`config.mk`:
```
export PLATFORM = sky130hd
export DESIGN_NAME = fifo_wr_arbiter_flat
export DESIGN_NICKNAME = d
export VERILOG_FILES = /design/src/rtl/fifo_wr_arbiter_pkg.sv /design/src/rtl/fifo_wr_arbiter_if.sv /design/src/rtl/fifo_wr_arbiter_rr_pick.sv /design/src/rtl/fifo_wr_arbiter.sv /design/src/flat_wrapper.sv
export SDC_FILE = /design/constraint.sdc
export NUM_CORES = 1
export LEC_CHECK = 0
export CAP_MARGIN = 5
export CORE_MARGIN = 2
export CORE_UTILIZATION = 36
export DETAILED_ROUTE_END_ITERATION = 10
export PLACE_DENSITY = 0.89
export SYNTH_ARGS = -nofsm -noshare
export SYNTH_HDL_FRONTEND = slang
export SYNTH_HIERARCHICAL = 1
export SYNTH_SLANG_ARGS = --single-unit
```
`constraint.sdc`:
```
create_clock -name wr_clk -period 2.3 [get_ports wr_clk]
set_input_delay 0.575 -clock wr_clk [delete_from_list [all_inputs] [get_ports wr_clk]]
set_output_delay 0.575 -clock wr_clk [all_outputs]
set_load 0.05 [all_outputs]
```
`src/rtl/fifo_wr_arbiter_pkg.sv`:
```
// Shared types and sizing helpers for the FIFO write-port arbiter.
package fifo_pkg;

  typedef enum logic {
    IDLE  = 1'b0,
    BURST = 1'b1
  } arb_state_e;

  localparam int STAT_W = 16;

  function automatic int id_w(input int n);
    return (n > 2) ? $clog2(n) : 1;
  endfunction

  function automatic int cnt_w(input int m);
    return $clog2(m + 1);
  endfunction

endpackage

```
`src/rtl/fifo_wr_arbiter_if.sv`:
```
// Requester-side and FIFO-side write signals of the arbiter, bundled as one bus.
interface fifo_wr_arbiter_if #(
  parameter int NUM_REQ    = 4,
  parameter int DATA_WIDTH = 8
);
  logic [NUM_REQ-1:0]            req_valid;
  logic [NUM_REQ*DATA_WIDTH-1:0] req_data;
  logic [NUM_REQ-1:0]            req_last;
  logic [NUM_REQ-1:0]            req_ready;
  logic                          fifo_wr_full;
  logic                          fifo_wr_en;
  logic [DATA_WIDTH-1:0]         fifo_wr_data;

  modport master (
    output req_valid, req_data, req_last, fifo_wr_full,
    input  req_ready, fifo_wr_en, fifo_wr_data
  );

  modport slave (
    input  req_valid, req_data, req_last, fifo_wr_full,
    output req_ready, fifo_wr_en, fifo_wr_data
  );
endinterface

```
`src/rtl/fifo_wr_arbiter_rr_pick.sv`:
```
// Combinational round-robin selector: first set request searching upward from
// i_rr_ptr+1, wrapping explicitly at NUM_REQ.
module rr_pick
  import fifo_pkg::*;
#(
  parameter int NUM_REQ = 4,
  parameter int ID_W    = id_w(NUM_REQ)
) (
  input  logic [NUM_REQ-1:0] i_req,
  input  logic [ID_W-1:0]    i_rr_ptr,
  output logic [ID_W-1:0]    o_idx,
  output logic               o_found
);

  function automatic logic [ID_W-1:0] wrap_idx(input logic [ID_W-1:0] base, input int k);
    int s;
    s = int'(base) + k;
    if (s >= NUM_REQ) s = s - NUM_REQ;
    return ID_W'(s);
  endfunction

  // Scan from the farthest candidate down so the nearest one wins.
  always_comb begin
    o_idx   = '0;
    o_found = 1'b0;
    for (int k = NUM_REQ; k >= 1; k--) begin
      if (i_req[wrap_idx(i_rr_ptr, k)]) begin
        o_idx   = wrap_idx(i_rr_ptr, k);
        o_found = 1'b1;
      end
    end
  end

endmodule

```
`src/rtl/fifo_wr_arbiter.sv`:
```
// Round-robin locked-burst arbiter for the FIFO write port (wr_clk domain).
// Optional per-requester beat counters: define FIFO_WR_ARB_STATS_EN.
//
// state | meaning
// IDLE  | no owner; arbitrate among valid requesters
// BURST | grant_id owns the write port until last beat or MAX_BURST beats
module fifo_wr_arbiter
  import fifo_pkg::*;
#(
  parameter int NUM_REQ    = 4,
  parameter int DATA_WIDTH = 8,
  parameter int MAX_BURST  = 16
) (
  input  logic                     wr_clk,
  input  logic                     wr_rstn,
  fifo_wr_arbiter_if.slave         bus,
  output logic [id_w(NUM_REQ)-1:0] grant_id,
  output logic                     busy
`ifdef FIFO_WR_ARB_STATS_EN
  ,
  input  logic                     stat_clr,
  output logic [NUM_REQ*STAT_W-1:0] stat_beats
`endif
);

  localparam int ID_W  = id_w(NUM_REQ);
  localparam int CNT_W = cnt_w(MAX_BURST);

  arb_state_e       r_state, w_state_nxt;
  logic [ID_W-1:0]  r_grant, w_grant_nxt;
  logic [ID_W-1:0]  r_rr_ptr, w_rr_ptr_nxt;
  logic [CNT_W-1:0] r_cnt, w_cnt_nxt;
  logic [ID_W-1:0]  w_pick;
  logic             w_found;
  logic             w_beat;
  logic             w_busy;

  rr_pick #(
    .NUM_REQ (NUM_REQ),
    .ID_W    (ID_W)
  ) u_rr_pick (
    .i_req    (bus.req_valid),
    .i_rr_ptr (r_rr_ptr),
    .o_idx    (w_pick),
    .o_found  (w_found)
  );

  // rr_ptr starts at the top so requester 0 wins the first arbitration.
  always_ff @(posedge wr_clk or negedge wr_rstn) begin
    if (!wr_rstn) begin
      r_state  <= IDLE;
      r_grant  <= '0;
      r_cnt    <= '0;
      r_rr_ptr <= ID_W'(NUM_REQ - 1);
    end else begin
      r_state  <= w_state_nxt;
      r_grant  <= w_grant_nxt;
      r_cnt    <= w_cnt_nxt;
      r_rr_ptr <= w_rr_ptr_nxt;
    end
  end

  always_comb begin
    w_state_nxt      = r_state;
    w_grant_nxt      = r_grant;
    w_cnt_nxt        = r_cnt;
    w_rr_ptr_nxt     = r_rr_ptr;
    w_busy           = 1'b0;
    w_beat           = 1'b0;
    bus.req_ready    = '0;
    bus.fifo_wr_en   = 1'b0;
    bus.fifo_wr_data = '0;
    case (r_state)
      IDLE: begin
        if (w_found) begin
          w_grant_nxt = w_pick;
          w_cnt_nxt   = '0;
          w_state_nxt = BURST;
        end
      end
      BURST: begin
        w_busy                 = 1'b1;
        bus.req_ready[r_grant] = ~bus.fifo_wr_full;
        bus.fifo_wr_data       = bus.req_data[r_grant*DATA_WIDTH +: DATA_WIDTH];
        w_beat                 = bus.req_valid[r_grant] & ~bus.fifo_wr_full;
        bus.fifo_wr_en         = w_beat;
        if (w_beat) begin
          w_cnt_nxt = r_cnt + CNT_W'(1);
          if (bus.req_last[r_grant] || (r_cnt == CNT_W'(MAX_BURST - 1))) begin
            w_rr_ptr_nxt = r_grant;
            w_state_nxt  = IDLE;
          end
        end
      end
      default: w_state_nxt = IDLE;
    endcase
  end

  assign grant_id = r_grant;
  assign busy     = w_busy;

`ifdef FIFO_WR_ARB_STATS_EN
  logic [STAT_W-1:0] r_stat [NUM_REQ];

  always_ff @(posedge wr_clk or negedge wr_rstn) begin
    if (!wr_rstn) begin
      for (int i = 0; i < NUM_REQ; i++) r_stat[i] <= '0;
    end else begin
      for (int i = 0; i < NUM_REQ; i++) begin
        if (stat_clr)
          r_stat[i] <= '0;
        else if (w_beat && (r_grant == ID_W'(i)) && (r_stat[i] != '1))
          r_stat[i] <= r_stat[i] + STAT_W'(1);
      end
    end
  end

  always_comb begin
    stat_beats = '0;
    for (int i = 0; i < NUM_REQ; i++) stat_beats[i*STAT_W +: STAT_W] = r_stat[i];
  end
`endif

endmodule

```
`src/flat_wrapper.sv`:
```
// flat-port wrapper written by rule: the top's interface ports become plain ports
module fifo_wr_arbiter_flat import fifo_pkg::*;
#(
  parameter int NUM_REQ    = 4,
  parameter int DATA_WIDTH = 8,
  parameter int MAX_BURST  = 16
)
  (wr_clk, wr_rstn, grant_id, busy, bus_req_valid, bus_req_data, bus_req_last, bus_fifo_wr_full, bus_req_ready, bus_fifo_wr_en, bus_fifo_wr_data);
  fifo_wr_arbiter_if #(.NUM_REQ(NUM_REQ), .DATA_WIDTH(DATA_WIDTH)) bus_i ();
  input  logic wr_clk;
  input  logic wr_rstn;
  output logic [id_w(NUM_REQ)-1:0] grant_id;
  output logic busy;
  input wire logic [$bits(bus_i.req_valid)-1:0] bus_req_valid;
  input wire logic [$bits(bus_i.req_data)-1:0] bus_req_data;
  input wire logic [$bits(bus_i.req_last)-1:0] bus_req_last;
  input wire logic [$bits(bus_i.fifo_wr_full)-1:0] bus_fifo_wr_full;
  output wire logic [$bits(bus_i.req_ready)-1:0] bus_req_ready;
  output wire logic [$bits(bus_i.fifo_wr_en)-1:0] bus_fifo_wr_en;
  output wire logic [$bits(bus_i.fifo_wr_data)-1:0] bus_fifo_wr_data;
  assign bus_i.req_valid = bus_req_valid;
  assign bus_i.req_data = bus_req_data;
  assign bus_i.req_last = bus_req_last;
  assign bus_i.fifo_wr_full = bus_fifo_wr_full;
  assign bus_req_ready = bus_i.req_ready;
  assign bus_fifo_wr_en = bus_i.fifo_wr_en;
  assign bus_fifo_wr_data = bus_i.fifo_wr_data;
  fifo_wr_arbiter #(.NUM_REQ(NUM_REQ), .DATA_WIDTH(DATA_WIDTH), .MAX_BURST(MAX_BURST)) u_core (.wr_clk(wr_clk), .wr_rstn(wr_rstn), .bus(bus_i), .grant_id(grant_id), .busy(busy));
endmodule
```
==> report_table.html <==
<table>
<tr><th>Metric</th><th>Value</th></tr>
<tr><th colspan="2">Critical path</th></tr>
<tr><td>Arr. time, crit path</td><td>1.74 ns</td></tr>
<tr><td>Kind of capture point of the worst setup path</td><td>output pin</td></tr>
<tr><td>Reg2Reg Depth</td><td>5</td></tr>
<tr><td>Startpoint types</td><td>primary input</td></tr>
<tr><td>Crit Reg-Reg Startpoint</td><td>u_core/grant_id[0]</td></tr>
<tr><td>Register-to-register setup slack</td><td>0.33 ns</td></tr>
<tr><td>Critical path class</td><td>in2out</td></tr>
<tr><td>Data required, critical path</td><td>1.73 ns</td></tr>
<tr><td>Stages on the worst setup path</td><td>4</td></tr>
<tr><td>Slowest cell on the critical path</td><td>mux4_2</td></tr>
<tr><td>Largest driver fanout on the critical path</td><td>1</td></tr>
<tr><td>Slowest Stage Delay on Critical Path</td><td>0.46 ns</td></tr>
<tr><td>Family with the most delay on the worst path</td><td>buffers and inverters</td></tr>
<tr><td>Destination of the worst register-to-register timing path</td><td>u_core/r_rr_ptr[0]</td></tr>
<tr><td>Critical path cell sequence</td><td>clkdlybuf4s50_1 &gt; mux4_2 &gt; and2_4 &gt; buf_8</td></tr>
<tr><td>Buffers and inverters on the worst path</td><td>2</td></tr>
<tr><th colspan="2">Global route</th></tr>
<tr><td>Global-route wire length before repair</td><td>4.60 mm</td></tr>
<tr><td>Total track usage</td><td>22.4%</td></tr>
<tr><td>GR Overflow Total</td><td>0</td></tr>
<tr><td>Number of global-route vias before repair</td><td>1010</td></tr>
<tr><td>Initial antenna violation count</td><td>0</td></tr>
<tr><td>Pin count of the biggest net entering global routing</td><td>19</td></tr>
<tr><th colspan="2">Routing</th></tr>
<tr><td>Detailed router's first-iteration violation count</td><td>32</td></tr>
<tr><td>Post-detailed-routing wire length</td><td>3.16 mm</td></tr>
<tr><td>Count of TritonRoute iterations in the first routing pass</td><td>4</td></tr>
<tr><td>Via/cell ratio</td><td>5.38</td></tr>
<tr><td>Vias</td><td>985</td></tr>
<tr><td>Average wire per standard cell</td><td>17.2 microns</td></tr>
<tr><td>Drt drc</td><td>0</td></tr>
<tr><td>Number of nets with antenna violations after detailed routing</td><td>0</td></tr>
<tr><th colspan="2">STA</th></tr>
<tr><td>Worst slew slack as a fraction of its limit</td><td>69.1%</td></tr>
<tr><td>Total setup violations reported at the end of the flow</td><td>1</td></tr>
<tr><td>Period utilization</td><td>101%</td></tr>
<tr><td>Clock period minus worst slack</td><td>2.31 ns</td></tr>
<tr><td>Unrepaired setup endpoints after global routing</td><td>yes</td></tr>
<tr><td>Final-report max-slew violation count</td><td>0</td></tr>
<tr><td>Slew at the pin with the worst max-slew slack</td><td>0.463 ns</td></tr>
<tr><td>Hold Violations, Final</td><td>0</td></tr>
<tr><td>Smallest setup slack after layout</td><td>-0.0121 ns</td></tr>
<tr><td>Clock Skews</td><td>0.00586 ns</td></tr>
<tr><td>Achievable frequency</td><td>433 MHz</td></tr>
<tr><th colspan="2">Run</th></tr>
<tr><td>Maximum Capacitance Violations</td><td>0</td></tr>
<tr><th colspan="2">Final layout</th></tr>
<tr><td>Non-Filler Cell Area, Final</td><td>1750 sq um</td></tr>
<tr><td>Area grow syn2layout</td><td>94.6%</td></tr>
<tr><td>Diode count</td><td>0</td></tr>
<tr><td>Number of standard cells in the layout, taps in and fillers out</td><td>183</td></tr>
<tr><td># fillers</td><td>158</td></tr>
<tr><td>NumNets Final</td><td>199</td></tr>
<tr><td>Share of post-route cells with drive strength above 1</td><td>39.9%</td></tr>
<tr><th colspan="2">Yosys</th></tr>
<tr><td>Share of synthesized area occupied by flip-flops and latches</td><td>28.1%</td></tr>
<tr><td>Gate count of the mapped netlist</td><td>86</td></tr>
<tr><td>Post-synthesis register bit count</td><td>10</td></tr>
<tr><td>Avg Inst Size Synth</td><td>10.4 sq um</td></tr>
<tr><td>Area of the mapped netlist</td><td>898 sq um</td></tr>
<tr><td>Number of different library cells in the post-synthesis netlist</td><td>32</td></tr>
<tr><td>Yosys warns</td><td>6</td></tr>
<tr><td>Syn_nets</td><td>131</td></tr>
<tr><th colspan="2">Place</th></tr>
<tr><td>Count of port buffers added during placement</td><td>58</td></tr>
<tr><td>Estimated wirelength of the detail-placed design</td><td>2.33 mm</td></tr>
<tr><td>Placed insts</td><td>179</td></tr>
<tr><td>Routability cong.</td><td>0.838</td></tr>
<tr><td>Instance area at placement</td><td>1610 sq um</td></tr>
<tr><th colspan="2">Floorplanning</th></tr>
<tr><td>Site row count</td><td>18</td></tr>
<tr><td>Top-level port count</td><td>59</td></tr>
<tr><td>Vertical die dimension</td><td>54.0 microns</td></tr>
<tr><td>Horizontal die dimension</td><td>54.0 microns</td></tr>
<tr><td>Effective utilization at floorplan</td><td>37.3%</td></tr>
<tr><td>Area of the core region</td><td>2410 sq um</td></tr>
<tr><td>Die Outline Area</td><td>2910 sq um</td></tr>
<tr><th colspan="2">Clock network</th></tr>
<tr><td>Clock sink count</td><td>10</td></tr>
<tr><td>H-tree depth</td><td>1</td></tr>
<tr><td>Quantity of hold-fixing buffers added after cts</td><td>0</td></tr>
<tr><td>Reg clk slew, reported paths</td><td>0.07 ns</td></tr>
<tr><td>Clock latency at the later pin of the worst-skew pair</td><td>0.27 ns</td></tr>
<tr><td>Clock tree root driver cell</td><td>clkbuf_4</td></tr>
<tr><td>Number of buffers inserted during clock tree synthesis</td><td>3</td></tr>
<tr><td>Clk buf depth</td><td>2</td></tr>
<tr><td>CTS tree</td><td>built</td></tr>
<tr><th colspan="2">Run status</th></tr>
<tr><td>Failing checks</td><td>negative setup slack</td></tr>
<tr><td>Status</td><td>finished, violations left</td></tr>
<tr><th colspan="2">Hold path</th></tr>
<tr><td>Number of cells traversed by the worst hold path</td><td>1</td></tr>
<tr><td>Worst Hold Launch</td><td>u_core/r_cnt[0]</td></tr>
<tr><td>Hold Path Sink</td><td>u_core/r_cnt[0]</td></tr>
<tr><td>Class of the tightest hold or removal check</td><td>reg2reg</td></tr>
<tr><th colspan="2">Pwr</th></tr>
<tr><td>Leakage component of the power</td><td>0.845 nW</td></tr>
<tr><td>Total power per unit cell area</td><td>1410 nW/um^2</td></tr>
<tr><td>Peak supply drop</td><td>982 uV</td></tr>
</table>
layer usage:
metal | vias up | track usage, % | wire length, microns
met5 | - | 0 | 0
met4 | 0 | 9.40 | 60
met3 | 6 | 5.83 | 399
met2 | 58 | 41.7 | 1630
met1 | 468 | 23.6 | 1070
li1 | 453 | - | -
flip-flops by register name, indices dropped and copies added, names as in the netlist:
signal	count
u_core/r_state	1
u_core/grant_id	2
u_core/r_cnt	5
u_core/r_rr_ptr	2
cells by family (layout without fill, tap and decap cells):
group | Yosys count | after routing | synth area share (%)
adder cells (fa/ha/maj) | 2 | 2 | 2.79
XOR/XNOR | 1 | 1 | 0.975
AND/OR/NAND/NOR | 32 | 32 | 19.5
multiplexers | 18 | 18 | 31.9
AO/OA/AOI/OAI | 14 | 14 | 12.5
flip-flops | 10 | 10 | 28.1
buffers and inverters | 9 | 76 | 4.18
how the worst max path moves through the flow:
stage	slack, ns	end	start
after floorplan	-0.006	bus_fifo_wr_data[2]	u_core/grant_id[1]
after global placement	-0.07	bus_fifo_wr_data[3]	bus_req_data[27]
after detailed placement	-0.11	bus_req_ready[2]	bus_fifo_wr_full
after CTS	0.001	bus_fifo_wr_data[3]	bus_req_data[11]
after global routing	-0.05	bus_fifo_wr_data[3]	u_core/grant_id[0]
final	-0.01	bus_fifo_wr_data[6]	bus_req_data[14]
metrics by stage:
stage                     TNS [ns]  util [%]  setup slack [ns]  total power, W  hold slack, ns
after floorplan            -0.0310         -          -0.00620         0.00148           0.279
after global placement      -0.692      66.7           -0.0657         0.00198           0.497
after detailed placement     -1.03      66.7            -0.108         0.00202           0.517
after CTS                        0      71.4           0.00110         0.00246           0.527
after global routing        -0.227      72.5           -0.0505         0.00259           0.546
final                      -0.0121      72.5           -0.0121         0.00247           0.525
synthesized netlist by cell type:
master	number	share of area, %
and2b_1	1	0.84
nand3_1	1	0.56
mux4_2	8	20
ha_1	2	2.8
a21oi_1	4	2.2
o21a_1	1	0.84
mux2_2	3	3.8
buf_1	1	0.42
nand2b_1	4	2.8
dfstp_2	2	5.8
and3_1	1	0.70
o221ai_2	1	1.7
xnor2_1	1	0.98
o21ai_0	2	1.1
or3b_4	1	1.3
clkbuf_1	1	0.42
a21o_1	1	0.84
and2_1	8	5.6
o311ai_2	1	1.8
nor2_1	6	2.5
nand3b_1	2	1.7
inv_1	4	1.7
buf_2	3	1.7
nand4_1	1	0.70
o22ai_2	1	1.4
a31oi_1	1	0.70
mux2_1	2	2.5
dfrtp_1	8	22
a21oi_2	1	0.98
mux2i_1	5	5.6
nand2_1	7	2.9
o311ai_0	1	0.98
power by group:
part           switching [W]  internal, W
clock              0.0000654    0.0000961
sequential          0.000187     0.000280
combinational       0.000931     0.000910
total                0.00118      0.00129
worst register-to-register path, cell delays in order (launching register included):
cell and delay (ns):
dfrtp_4 0.59, or3b_4 0.44, o22ai_4 0.19, buf_4 0.17, o311ai_2 0.15, mux2_1 0.36
repair_timing:
action / CTS / global route
resized for setup: 50 / 11
buffers inserted: 0 / 0
hold endpoints to repair: 0 / 0
endpoints found under the setup margin: 11 / 10
pin swaps: 10 / 0
area by class of cell:
type | count | area, sq um | area share (%)
clock buffer | 4 | 36.3 | 2.08
multi-input combinational | 67 | 658 | 37.7
inverter | 4 | 15.0 | 0.859
tap | 30 | 37.5 | 2.15
timing repair buffer | 68 | 743 | 42.5
sequential | 10 | 258 | 14.7
cells in the final DEF, fill, tap and decap left out, types with 3 or more instances in the layout:
master / count
dlygate4sd2_1: 21
buf_4: 12
dlymetal6s2s_1: 11
clkdlybuf4s50_1: 10
buf_8: 8
mux4_2: 8
and2_4: 8
nand2_1: 7
dfrtp_1: 6
buf_12: 5
mux2i_1: 5
inv_1: 4
nand2b_1: 4
a21oi_1: 4
clkbuf_4: 3
nor2_4: 3
nor2_1: 3
mux2_2: 3
No activity file was read; power rests on OpenSTA's default activity.
==> patch 1 (same settings) <==
`DATA_WIDTH` is set to 8 in 3 places; all go to 10.
--- a/src/rtl/fifo_wr_arbiter_if.sv
+++ b/src/rtl/fifo_wr_arbiter_if.sv
@@ -1,7 +1,7 @@
 // Requester-side and FIFO-side write signals of the arbiter, bundled as one bus.
 interface fifo_wr_arbiter_if #(
   parameter int NUM_REQ    = 4,
-  parameter int DATA_WIDTH = 8
+  parameter int DATA_WIDTH = 10
 );
   logic [NUM_REQ-1:0]            req_valid;
   logic [NUM_REQ*DATA_WIDTH-1:0] req_data;
--- a/src/rtl/fifo_wr_arbiter.sv
+++ b/src/rtl/fifo_wr_arbiter.sv
@@ -8,7 +8,7 @@
   import fifo_pkg::*;
 #(
   parameter int NUM_REQ    = 4,
-  parameter int DATA_WIDTH = 8,
+  parameter int DATA_WIDTH = 10,
   parameter int MAX_BURST  = 16
 ) (
   input  logic                     wr_clk,
--- a/src/flat_wrapper.sv
+++ b/src/flat_wrapper.sv
@@ -2,7 +2,7 @@
 module fifo_wr_arbiter_flat import fifo_pkg::*;
 #(
   parameter int NUM_REQ    = 4,
-  parameter int DATA_WIDTH = 8,
+  parameter int DATA_WIDTH = 10,
   parameter int MAX_BURST  = 16
 )
   (wr_clk, wr_rstn, grant_id, busy, bus_req_valid, bus_req_data, bus_req_last, bus_fifo_wr_full, bus_req_ready, bus_fifo_wr_en, bus_fifo_wr_data);
Ports: changed (resized bus_fifo_wr_data and bus_req_data); port bits go from 59 to 69. No check against the original RTL was run, so the function may have changed too.
==> patch 1 against the original RTL <==
Sequential cell count is the same. Critical endpoint is now bus_fifo_wr_data[9]. The run still ends with setup timing left. Count of clock-buffer cells in the layout stayed put. Hold slack worse by 0.0066 ns. Cell count grew 7.7%. Setup slack worse by 0.029 ns. Routed wire length up 25%. Critical path type unchanged. Total power is 12% higher. Design area increased by 12%. Die area is 9.1% higher. Combinational power rose by 18%. Sequential power is 11% lower. Synthesized area up 9.9%. Non-clock buffer count is 9 higher.
==> patch 1: results (changes against the original RTL) <==
run_status:
  run_status: "complete, but fails checks"
  violations: "setup timing"
sta:
  setup_viol: 1  # unchanged
  clock_skew_ns: 0.00181  # -0.00405 ns
  whs_ns: 0.518  # -0.00656 ns
  fin_ws_ns: -0.0408  # -0.0287 ns
  tns_ns: -0.0408  # -0.0287 ns
  relSlewSlack_pct: 69.6  # +0.50 points
global_route:
  grt_max_degree: 21  # +2
  gr-usage-met3_pct: 6.22  # +0.39 points
  antenna_found_initial: 1  # +1
  grt_pass1_vias: 1102  # +9.1%
  grt_usage_pct: 22.9  # +0.48 points
  use_met1_pct: 28.7  # +5.2 points
  use_met2_pct: 39.3  # -2.3 points
  grt_pass1_wl_um: 5620  # +22%
route:
  wl_met1_um: 1730  # +61%
  viasPerCell: 5.50  # +2.2%
  wl_met3_um: 251  # -37%
  first_iter_violations: 38  # +19%
  dr_wl_met2_um: 1960  # +20%
  wirelength_um: 3950  # +25%
final_layout:
  fillers: 149  # -5.7%
  fin_nets: 220  # +11%
  fin_cells: 197  # +7.7%
critical_path:
  critPathLaunch: "bus_req_data[9]"
  r2r_slack_ns: 0.28  # -0.05 ns
  ff2ff_path_depth: 6  # +1
  cp-endpoint: "bus_fifo_wr_data[9]"
  worstPathArrival_ns: 1.77  # +0.03 ns
logic_synthesis:
  synth.avg_cell_area_um2: 10.8  # +3.9%
  synth_nets: 144  # +9.9%
  synth_cell_types: 33  # +3.1%
  yosys-top-cells-area: "mux4_2 23%, dfrtp_1 20%, and2_1 6.3%"
power_and_ir_drop:
  leakagePower_nw: 1.02  # +21%
  peakVddDrop_uv: 1110  # +13%
placement:
  dp_hpwl_um: 2510  # +7.5%
  gp_congestion: 0.816  # -2.5%
  placed_area_um2: 1750  # +9.0%
-- patch 1: power by group --
group	total (mW)	internal (mW)	leakage, nW	switching (mW)
Sequential	0.416	0.280	0.116	0.137
Clock	0.156	0.0961	0.0210	0.0604
Combinational	2.18	1.06	0.888	1.13
-- patch 1: layout make-up --
cell class	count	area, µm²	area share [%]
timing repair buffer	77	891	45.6
sequential	10	258	13.2
multi-input combinational	71	716	36.6
clock buffer	4	36.3	1.86
antenna	1	2.50	0.128
tap	30	37.5	1.92
inverter	4	15.0	0.768
-- patch 1: logic make-up after synthesis --
logic type | after synthesis | share of synthesized area, %
and+or+nand+nor | 34 | 19.0
muxes | 20 | 33.6
DFF | 10 | 25.6
buffers and inverters | 10 | 5.20
adders and majority gates | 2 | 2.53
xor gates and xnor gates | 1 | 0.887
AOI/OAI and AO/OA | 14 | 13.2
-- patch 1: timing repair --
action / CTS / global route
pin swaps: 12 / 0
hold endpoints to repair: 0 / 0
endpoints found under the setup margin: 12 / 10
gates resized for setup: 44 / 26
buffers inserted: 0 / 2
==> patch 2 (same flow settings) <==
Made on the original files. One comparison of `r_cnt` changes from == to >=.
--- a/src/rtl/fifo_wr_arbiter.sv
+++ b/src/rtl/fifo_wr_arbiter.sv
@@ -86,7 +86,7 @@
         bus.fifo_wr_en         = w_beat;
         if (w_beat) begin
           w_cnt_nxt = r_cnt + CNT_W'(1);
-          if (bus.req_last[r_grant] || (r_cnt == CNT_W'(MAX_BURST - 1))) begin
+          if (bus.req_last[r_grant] || (r_cnt >= CNT_W'(MAX_BURST - 1))) begin
             w_rr_ptr_nxt = r_grant;
             w_state_nxt  = IDLE;
           end
Check against the original RTL: same outputs for any inputs over 10 cycles, from zero or initial values and one cycle with wr_rstn low; that may be too few to reach the edited logic, so the function may still have changed.
==> patch 2 against the original RTL <==
Sequential share of layout area increased by 0.57 points. Design area decreased by 3.7%. Total power fell by 6.5%. Clock power down 25%. Setup slack gained 0.076 ns. Largest cell class unchanged. Combinational power is 3% lower. Hold slack better by 0.026 ns. Critical path type unchanged. Global-route usage fell by 2.2 points. Synthesized area is 7.0% higher. First-iteration DRC count fell by 41%. Routed wire length decreased by 3.5%. Sequential cell count unchanged.
==> patch 2: results (changes against the original RTL) <==
route:
  wirelength_um: 3040  # -3.5%
  viasPerCell: 5.36  # -0.38%
  first_iter_violations: 19  # -41%
logic_synthesis:
  seq_area_frac_synth_pct: 26.3  # -1.8 points
  synth_xor_area_share_pct: 0  # -0.97 points
  synthAdderAreaFrac_pct: 2.60  # -0.18 points
  synth_nets: 136  # +3.8%
  syn_inst: 91  # +5.8%
  synth_top_cells_by_count: "8 x and2_1, 8 x dfrtp_1, 7 x nor2_1"
  synth_cell_types: 36  # +13%
  synth_compound_area_share_pct: 11.3  # -1.2 points
  synthMuxAreaShare_pct: 29.9  # -1.9 points
  yosys-top-cells-area: "dfrtp_1 21%, mux4_2 14%, mux4_1 8.2%"
final_layout:
  fin_cells: 185  # +1.1%
  fin_nets: 201  # +1.0%
  fillers: 203  # +28%
  layout-drive-gt1-share_pct: 39.4  # -0.51 points
placement:
  placed_area_um2: 1600  # -0.39%
  dp_hpwl_um: 2310  # -0.97%
  gp_congestion: 0.820  # -2.1%
critical_path:
  critPathLaunch: "bus_fifo_wr_full"
  path_max_fanout: 5  # +4
  cp-endpoint: "bus_req_ready[0]"
  r2r_slack_ns: 0.42  # +0.09 ns
  ff2ff_path_depth: 6  # +1
global_route:
  grt_max_degree: 20  # +1
  grt_pass1_wl_um: 5020  # +9.2%
  grt_pass1_vias: 1028  # +1.8%
sta:
  relSlewSlack_pct: 69.9  # +0.83 points
  clock_skew_ns: 0.00196  # -0.00391 ns
  whs_ns: 0.551  # +0.0264 ns
cts:
  clock_latency_ns: 0.25  # -0.02 ns
hold_path:
  min-delay-start: "u_core/r_cnt[4]"
  min_to: "u_core/r_cnt[4]"
run_status:
  run_status: "finished clean"
power_and_ir_drop:
  leakagePower_nw: 0.764  # -9.6%
patch 2: changes by cell type in the layout (fill, tap and decap cells not counted), moves of 3 or more:
cell             unedited run  this run
mux2i_1                     5         1
nor2_1                      3         7
clkdlybuf4s50_1            10         6
nor2_4                      3         0
nand3_1                     1         4
dlymetal6s2s_1             11         0
dlygate4sd2_1              21        36
patch 2: what timing repair did:
item                                    CTS  global route
setup buffers                             0             2
endpoints found under the setup margin    9             9
pin swaps                                 1             0
resized for setup                        66             1
patch 2: cells by family (layout without fill, tap and decap cells):
| kind of cell | Yosys count | in the layout |
|---|---|---|
| mux | 15 | 15 |
| flops | 10 | 10 |
| compound gates | 13 | 13 |
| simple gates | 40 | 40 |
| fa+ha+maj | 2 | 2 |
| buf+inv | 11 | 75 |
patch 2: critical path, stage by stage:
cell and delay, ns:
clkdlybuf4s50_1 0.39, and2b_1 0.26, nor3b_2 0.26, buf_12 0.17
patch 2: metrics by stage:
stage | setup WS (ns) | power [mW]
6_report | 0.0639 | 2.31
3_5_place_dp | -0.108 | 1.89
4_1_cts | 0.0247 | 2.26
5_1_grt | 0.00798 | 2.43
3_3_place_gp | -0.0969 | 1.85
2_1_floorplan | 0.00952 | 1.46
patch 2: area by class of cell:
type | count | area share, %
tap | 30 | 2.23
inverter | 5 | 1.12
timing repair buffer | 66 | 40.7
sequential | 10 | 15.3
multi-input combinational | 70 | 39.0
clock buffer | 4 | 1.56
patch 2: where the power goes:
part           total (mW)  switching (mW)  internal, mW
clock network       0.121          0.0544        0.0668
registers           0.411           0.145         0.265
logic                1.78           0.898         0.878
patch 2: routing by layer:
layer	global-route usage, %	vias up	share of wire, %
met4	6.62	0	0.89
met3	3.26	2	7.9
met5	0	-	0
li1	-	464	-
met1	25.1	473	41
met2	35.7	53	50
